===== config.mk =====
export PLATFORM = sky130hd
export DESIGN_NAME = freq_calc
export DESIGN_NICKNAME = d
export VERILOG_FILES = /design/src/rtl/freq_calc.sv
export SDC_FILE = /design/constraint.sdc
export NUM_CORES = 1
export LEC_CHECK = 0
export BUFFER_PORTS_ARGS = -buffer_cell sky130_fd_sc_hd__buf_4
export CAP_MARGIN = 20
export CELL_PAD_IN_SITES_DETAIL_PLACEMENT = 1
export CELL_PAD_IN_SITES_GLOBAL_PLACEMENT = 1
export CORE_ASPECT_RATIO = 1.2
export CORE_UTILIZATION = 31
export CTS_CLUSTER_SIZE = 10
export DETAILED_ROUTE_END_ITERATION = 10
export MAX_ROUTING_LAYER = met4
export PLACE_DENSITY_LB_ADDON = 0.1
export SKIP_CTS_REPAIR_TIMING = 1
export SYNTH_ARGS = -nofsm -noshare
export SYNTH_HDL_FRONTEND = slang
export SYNTH_SLANG_ARGS = --single-unit

===== constraint.sdc =====
create_clock -name sysclk -period 8.55 [get_ports sysclk]
set_clock_uncertainty 0.15 [all_clocks]
set_input_delay 1.2825 -clock sysclk [delete_from_list [all_inputs] [get_ports sysclk]]
set_output_delay 1.2825 -clock sysclk [all_outputs]
set_load 0.01 [all_outputs]

===== src/rtl/freq_calc.sv =====
// Frequency calculator: freq_out = REF_HZ * fx_cnt / base_cnt using a 64-iteration restoring divider.
// Optional FREQ_CALC_ROUND_EN: round to nearest Hz (halves up) instead of truncating.
module freq_calc #(
    parameter logic [31:0] REF_HZ = 32'd50_000_000,
    parameter int          CNT_W  = 32
) (
    input  logic             sysclk,
    input  logic             reset,
    input  logic             cnt_valid,
    input  logic [CNT_W-1:0] fx_cnt,
    input  logic [CNT_W-1:0] base_cnt,
    output logic             busy,
    output logic             freq_valid,
    input  logic             freq_ack,
    output logic [31:0]      freq_out,
    output logic             div_err,
    output logic             sat
);

    typedef enum logic [1:0] {
        S_IDLE,
        S_MUL,
        S_DIV,
        S_DONE
    } state_t;

    state_t             r_state;
    logic               r_rst_meta;
    logic               r_rst_sync;
    logic               w_rst_n;
    logic [CNT_W-1:0]   r_fx;
    logic [CNT_W-1:0]   r_base;
    logic [63:0]        r_dividend;
    logic [32:0]        r_rem;
    logic [63:0]        r_quot;
    logic [6:0]         r_iter;
    logic               r_busy;
    logic               r_valid;
    logic [31:0]        r_out;
    logic               r_div_err;
    logic               r_sat;

    logic [63:0]        w_product;
    logic [63:0]        w_dividend;
    logic [33:0]        w_rem_sh;
    logic               w_ge;
    logic [32:0]        w_diff;
    logic               w_sat;

    // NOTE: reset asserts asynchronously but releases on a clock edge, so no flop sees a
    // reset deassertion racing sysclk.
    always_ff @(posedge sysclk or negedge reset) begin
        if (!reset) begin
            r_rst_meta <= 1'b0;
            r_rst_sync <= 1'b0;
        end else begin
            r_rst_meta <= 1'b1;
            r_rst_sync <= r_rst_meta;
        end
    end

    assign w_rst_n   = r_rst_sync;
    assign w_product = 64'(REF_HZ) * 64'(r_fx);

`ifdef FREQ_CALC_ROUND_EN
    logic w_carry;
    logic r_carry;

    // Adding half the divisor before truncating gives round-half-up.
    assign {w_carry, w_dividend} = {1'b0, w_product} + {33'b0, r_base >> 1};
    assign w_sat = (|r_quot[63:32]) | r_carry;

    always_ff @(posedge sysclk or negedge w_rst_n) begin
        if (!w_rst_n) begin
            r_carry <= 1'b0;
        end else if (r_state == S_MUL) begin
            r_carry <= w_carry;
        end
    end
`else
    assign w_dividend = w_product;
    assign w_sat      = |r_quot[63:32];
`endif

    // Remainder stays below the divisor, so the shifted value and difference fit 33 bits.
    assign w_rem_sh = {r_rem, r_dividend[63]};
    assign w_ge     = (w_rem_sh >= {2'b00, r_base});
    assign w_diff   = w_rem_sh[32:0] - {1'b0, r_base};

    // NOTE: sequential state uses non-blocking assignments only, so every flop samples
    // pre-edge values regardless of statement order.
    always_ff @(posedge sysclk or negedge w_rst_n) begin
        if (!w_rst_n) begin
            r_state    <= S_IDLE;
            r_fx       <= '0;
            r_base     <= '0;
            r_dividend <= '0;
            r_rem      <= '0;
            r_quot     <= '0;
            r_iter     <= '0;
            r_busy     <= 1'b0;
            r_valid    <= 1'b0;
            r_out      <= '0;
            r_div_err  <= 1'b0;
            r_sat      <= 1'b0;
        end else begin
            case (r_state)
                S_IDLE: begin
                    if (cnt_valid) begin
                        r_fx    <= fx_cnt;
                        r_base  <= base_cnt;
                        r_busy  <= 1'b1;
                        r_state <= (base_cnt == '0) ? S_DONE : S_MUL;
                    end
                end
                S_MUL: begin
                    r_dividend <= w_dividend;
                    r_rem      <= '0;
                    r_quot     <= '0;
                    r_iter     <= '0;
                    r_state    <= S_DIV;
                end
                S_DIV: begin
                    r_rem      <= w_ge ? w_diff : w_rem_sh[32:0];
                    r_quot     <= {r_quot[62:0], w_ge};
                    r_dividend <= {r_dividend[62:0], 1'b0};
                    r_iter     <= r_iter + 7'd1;
                    if (r_iter == 7'd63) begin
                        r_state <= S_DONE;
                    end
                end
                S_DONE: begin
                    // First DONE cycle publishes the result; ack is only honoured afterwards.
                    if (!r_valid) begin
                        r_valid <= 1'b1;
                        r_busy  <= 1'b0;
                        if (r_base == '0) begin
                            r_out     <= '1;
                            r_div_err <= 1'b1;
                        end else if (w_sat) begin
                            r_out <= '1;
                            r_sat <= 1'b1;
                        end else begin
                            r_out <= r_quot[31:0];
                        end
                    end else if (freq_ack) begin
                        r_valid   <= 1'b0;
                        r_div_err <= 1'b0;
                        r_sat     <= 1'b0;
                        r_state   <= S_IDLE;
                    end
                end
                default: r_state <= S_IDLE;
            endcase
        end
    end

    assign busy       = r_busy;
    assign freq_valid = r_valid;
    assign freq_out   = r_out;
    assign div_err    = r_div_err;
    assign sat        = r_sat;

endmodule


==> impl_metrics.json <==
{
  "status": "finished clean",
  "crit_arrival_ns": 7.10,
  "dr_total_vias": 17600,
  "netlist_instances": 2490,
  "grt_setup_unrepaired": "no",
  "area_growth_syn_to_layout_pct": 12.1,
  "number_of_synthesized_flops_with_an_enable_pin": 0,
  "initial_cell_density_of_the_core": 0.315,
  "r2r.worst_path.cells": 21,
  "grt_first_pass_wirelength_mm": 111,
  "timing.slew.headroom": 0.283,
  "clock_latency_ns": 0.56,
  "floorplan.io_pins": 104,
  "placement.io_buffers": 103,
  "h-tree-depth": 2,
  "hpwl_mm": 54.2,
  "cpPeakStageDelay_ns": 0.59,
  "fp.dieArea_sq_um": 80500,
  "setup_viol_count_final": 0,
  "yosys_register_bits": 265,
  "layout_common_cells": "497 x sky130_fd_sc_hd__inv_1, 268 x sky130_fd_sc_hd__fa_1, 264 x sky130_fd_sc_hd__dfrtp_1",
  "clkTransAtPathRegs_ns": 0.06,
  "drcViolationCount": 0,
  "firstDrtPassIters": 5,
  "synth.net_count": 3090,
  "globalRoute.totalOverflow": 0,
  "gp_routability_congestion": 0.830,
  "wirelength_mm": 68.3,
  "antenna_cells_inserted": 0,
  "timing.critical_path.to_type": "flip-flop",
  "fin_crit_sh": 0.797,
  "min_period_ns": 6.81,
  "grt.total_usage": 0.181,
  "fp.dieH_um": 311,
  "worstSetupPathType": "flip-flop to flip-flop",
  "clock-root-buffer": "sky130_fd_sc_hd__clkbuf_16",
  "cp_cell_sequence": "inv_1 > fa_1 > fa_1 > inv_1 > fa_1 > fa_1 > fa_1 > inv_1 > fa_1 > inv_1 > ha_1 > a21oi_1 > o211ai_1 > a41oi_1 > nand2_1 > o21ai_1 > o211ai_2 > a31oi_1 > xor2_1 > o21ai_1 > mux2_2",
  "max_cap_viol_count": 0,
  "final_common_cell": "sky130_fd_sc_hd__inv_1",
  "critPathCapture": "r_dividend[54]",
  "critical_path_peak_fanout": 10,
  "worst_path_dominant_cell_family": "adder cells",
  "critical-path-slowest-cell": "sky130_fd_sc_hd__dfrtp_1",
  "post_route_cells_drive_above_1_share": 0.0998,
  "clockBufferDepth": 3,
  "cts_tree": "done",
  "min-delay-path-class": "flip-flop to async pin",
  "final_area_sq_um": 27600,
  "grt_max_degree": 126,
  "vias_per_cell": 4.89,
  "fin_cells": 3602,
  "core_area_sq_um": 78200,
  "dominantRegCellSynth": "sky130_fd_sc_hd__dfrtp_1",
  "tightest_slew_ns": 1.07,
  "critical_path.most_common_cell": "sky130_fd_sc_hd__fa_1",
  "startpoint_type": "flip-flop",
  "rrSetupSlack_ns": 1.74,
  "critical_path_required_ns": 8.84,
  "hold_viol": 0,
  "numPlacedInstances": 3546,
  "detailed_place.area_sq_um": 26500,
  "synth_cell_type_count": 80,
  "share_of_flip_flops_with_an_asynchronous_set_or_reset_after_synthesis": 1.00,
  "total_count_of_max_transition_violations_in_the_final_report": 0,
  "ant_nets": 0,
  "cp-startpoint": "r_fx[7]",
  "die_width_um": 259,
  "synth_sequential_area_ratio": 0.269,
  "drt_first_iter_violations": 651,
  "avgSynthCellArea_sq_um": 9.88,
  "num_rows": 112,
  "finalNetCount": 3158,
  "netlist_area_sq_um": 24600,
  "cell_depth_of_the_worst_setup_path": 21,
  "wl_per_cell_um": 19.0,
  "cp.buffers_inverters": 4,
  "number_of_global_route_vias_before_repair": 19800,
  "cts_num_sinks": 265,
  "yosys_warnings": 0,
  "grt_antenna_before_repair": 1,
  "regToRegStartpoint": "r_fx[7]",
  "regToRegEndpoint": "r_dividend[54]",
  "fin_setup_tns_ns": 0,
  "maxClockFrequency_mhz": 147,
  "cts_bufs_inserted": 35
}
[cell usage after synthesis, drive strengths merged (3+ instances only)]
cell type	count	area, sq um
o211ai	9	72.6
a211oi	4	40.0
xor2	52	455
a21o	71	533
nand2b	8	57.6
o22ai	3	18.8
o21bai	14	116
or3	3	18.8
nand2	100	375
a21oi	139	703
o221ai	3	26.3
inv	497	1870
ha	264	3300
mux2	68	766
o21ai	130	666
and4	3	26.3
and3	16	100
xnor2	38	333
a31oi	27	190
nor2b	10	62.6
nor4	29	181
clkbuf	72	270
a32oi	4	35.0
o2bb2ai	23	201
o31ai	3	22.5
and2	3	18.8
a221oi	5	56.3
nor2	106	398
or2	5	31.3
o22a	32	280
a22o	3	26.3
mux2i	21	210
fa	268	5370
dfrtp	265	6630
nand3	86	430
buf	15	72.6
o21a	12	90.1
a21boi	5	41.3
nand4	29	181
a311oi	3	26.3
nor3	17	85.1
[metrics by stage]
stage	worst slack, ns	utilization	hold WS (ns)
2_1_floorplan	0.468	-	0.181
3_3_place_gp	1.79	0.339	0.114
3_5_place_dp	1.67	0.339	0.119
4_1_cts	1.66	0.352	0.118
5_1_grt	1.33	0.353	0.140
6_report	1.74	0.353	0.0983
[how the worst min path moves through the flow]
stage	from	endpoint	slack [ns]	cells past startpoint
2_1_floorplan	r_rst_meta	r_rst_sync	0.18	0
5_1_grt	r_rst_sync	r_fx[31]	0.14	0
3_3_place_gp	r_rst_sync	r_fx[31]	0.11	0
3_5_place_dp	r_rst_sync	r_fx[31]	0.12	0
4_1_cts	r_rst_sync	r_fx[31]	0.12	0
6_report	r_rst_sync	r_fx[31]	0.1	0
[worst reg2reg max path: cells and delay by family, from the launching register on]
family          cells  cell delay (ns)
fa+ha+maj           7             3.49
flops               1             0.59
buf+inv             4             0.37
mux                 1             0.29
xor+xnor            1             0.18
simple gates        1             0.12
compound gates      7             1.52
[routing by layer]
layer,vias to the layer above,GRT usage,wire (um)
met5,-,-,0
met1,9014,0.234,30900
met3,64,0.0208,1620
met4,0,0.0361,1150
met2,158,0.305,34700
li1,8386,-,-
[registers in the layout, summed over array words and instances, names as in the netlist, 2 cells and up]
register    cells
r_quot         64
r_dividend     57
r_rem          33
freq_out       32
r_base         32
r_fx           32
r_iter          7
r_state         2
[kinds of logic (layout without fill, tap and decap cells)]
| logic type | Yosys count | in the layout | share of synthesized area |
|---|---|---|---|
| XOR/XNOR | 90 | 90 | 0.0320 |
| other | 1 | 1 | 0.000152 |
| AO/OA/AOI/OAI | 506 | 506 | 0.134 |
| multiplexers | 89 | 89 | 0.0397 |
| buffers and inverters | 585 | 671 | 0.0899 |
| AND/OR/NAND/NOR | 422 | 422 | 0.0823 |
| flip-flops | 265 | 265 | 0.269 |
| adder cells (fa/ha/maj) | 532 | 532 | 0.352 |
[layout make-up]
class,count,area (sq um)
inverters,498,1870
fillers,8855,50600
repair buffers,118,918
clock buffers,48,965
well taps,1026,1280
multi-input cells,1640,15800
flip-flops and latches,265,6640
clock inverters,7,106
Power is left out: the tool's default activity adds up to more than one toggle a clock period on the data nets, which glitch-free logic cannot reach.
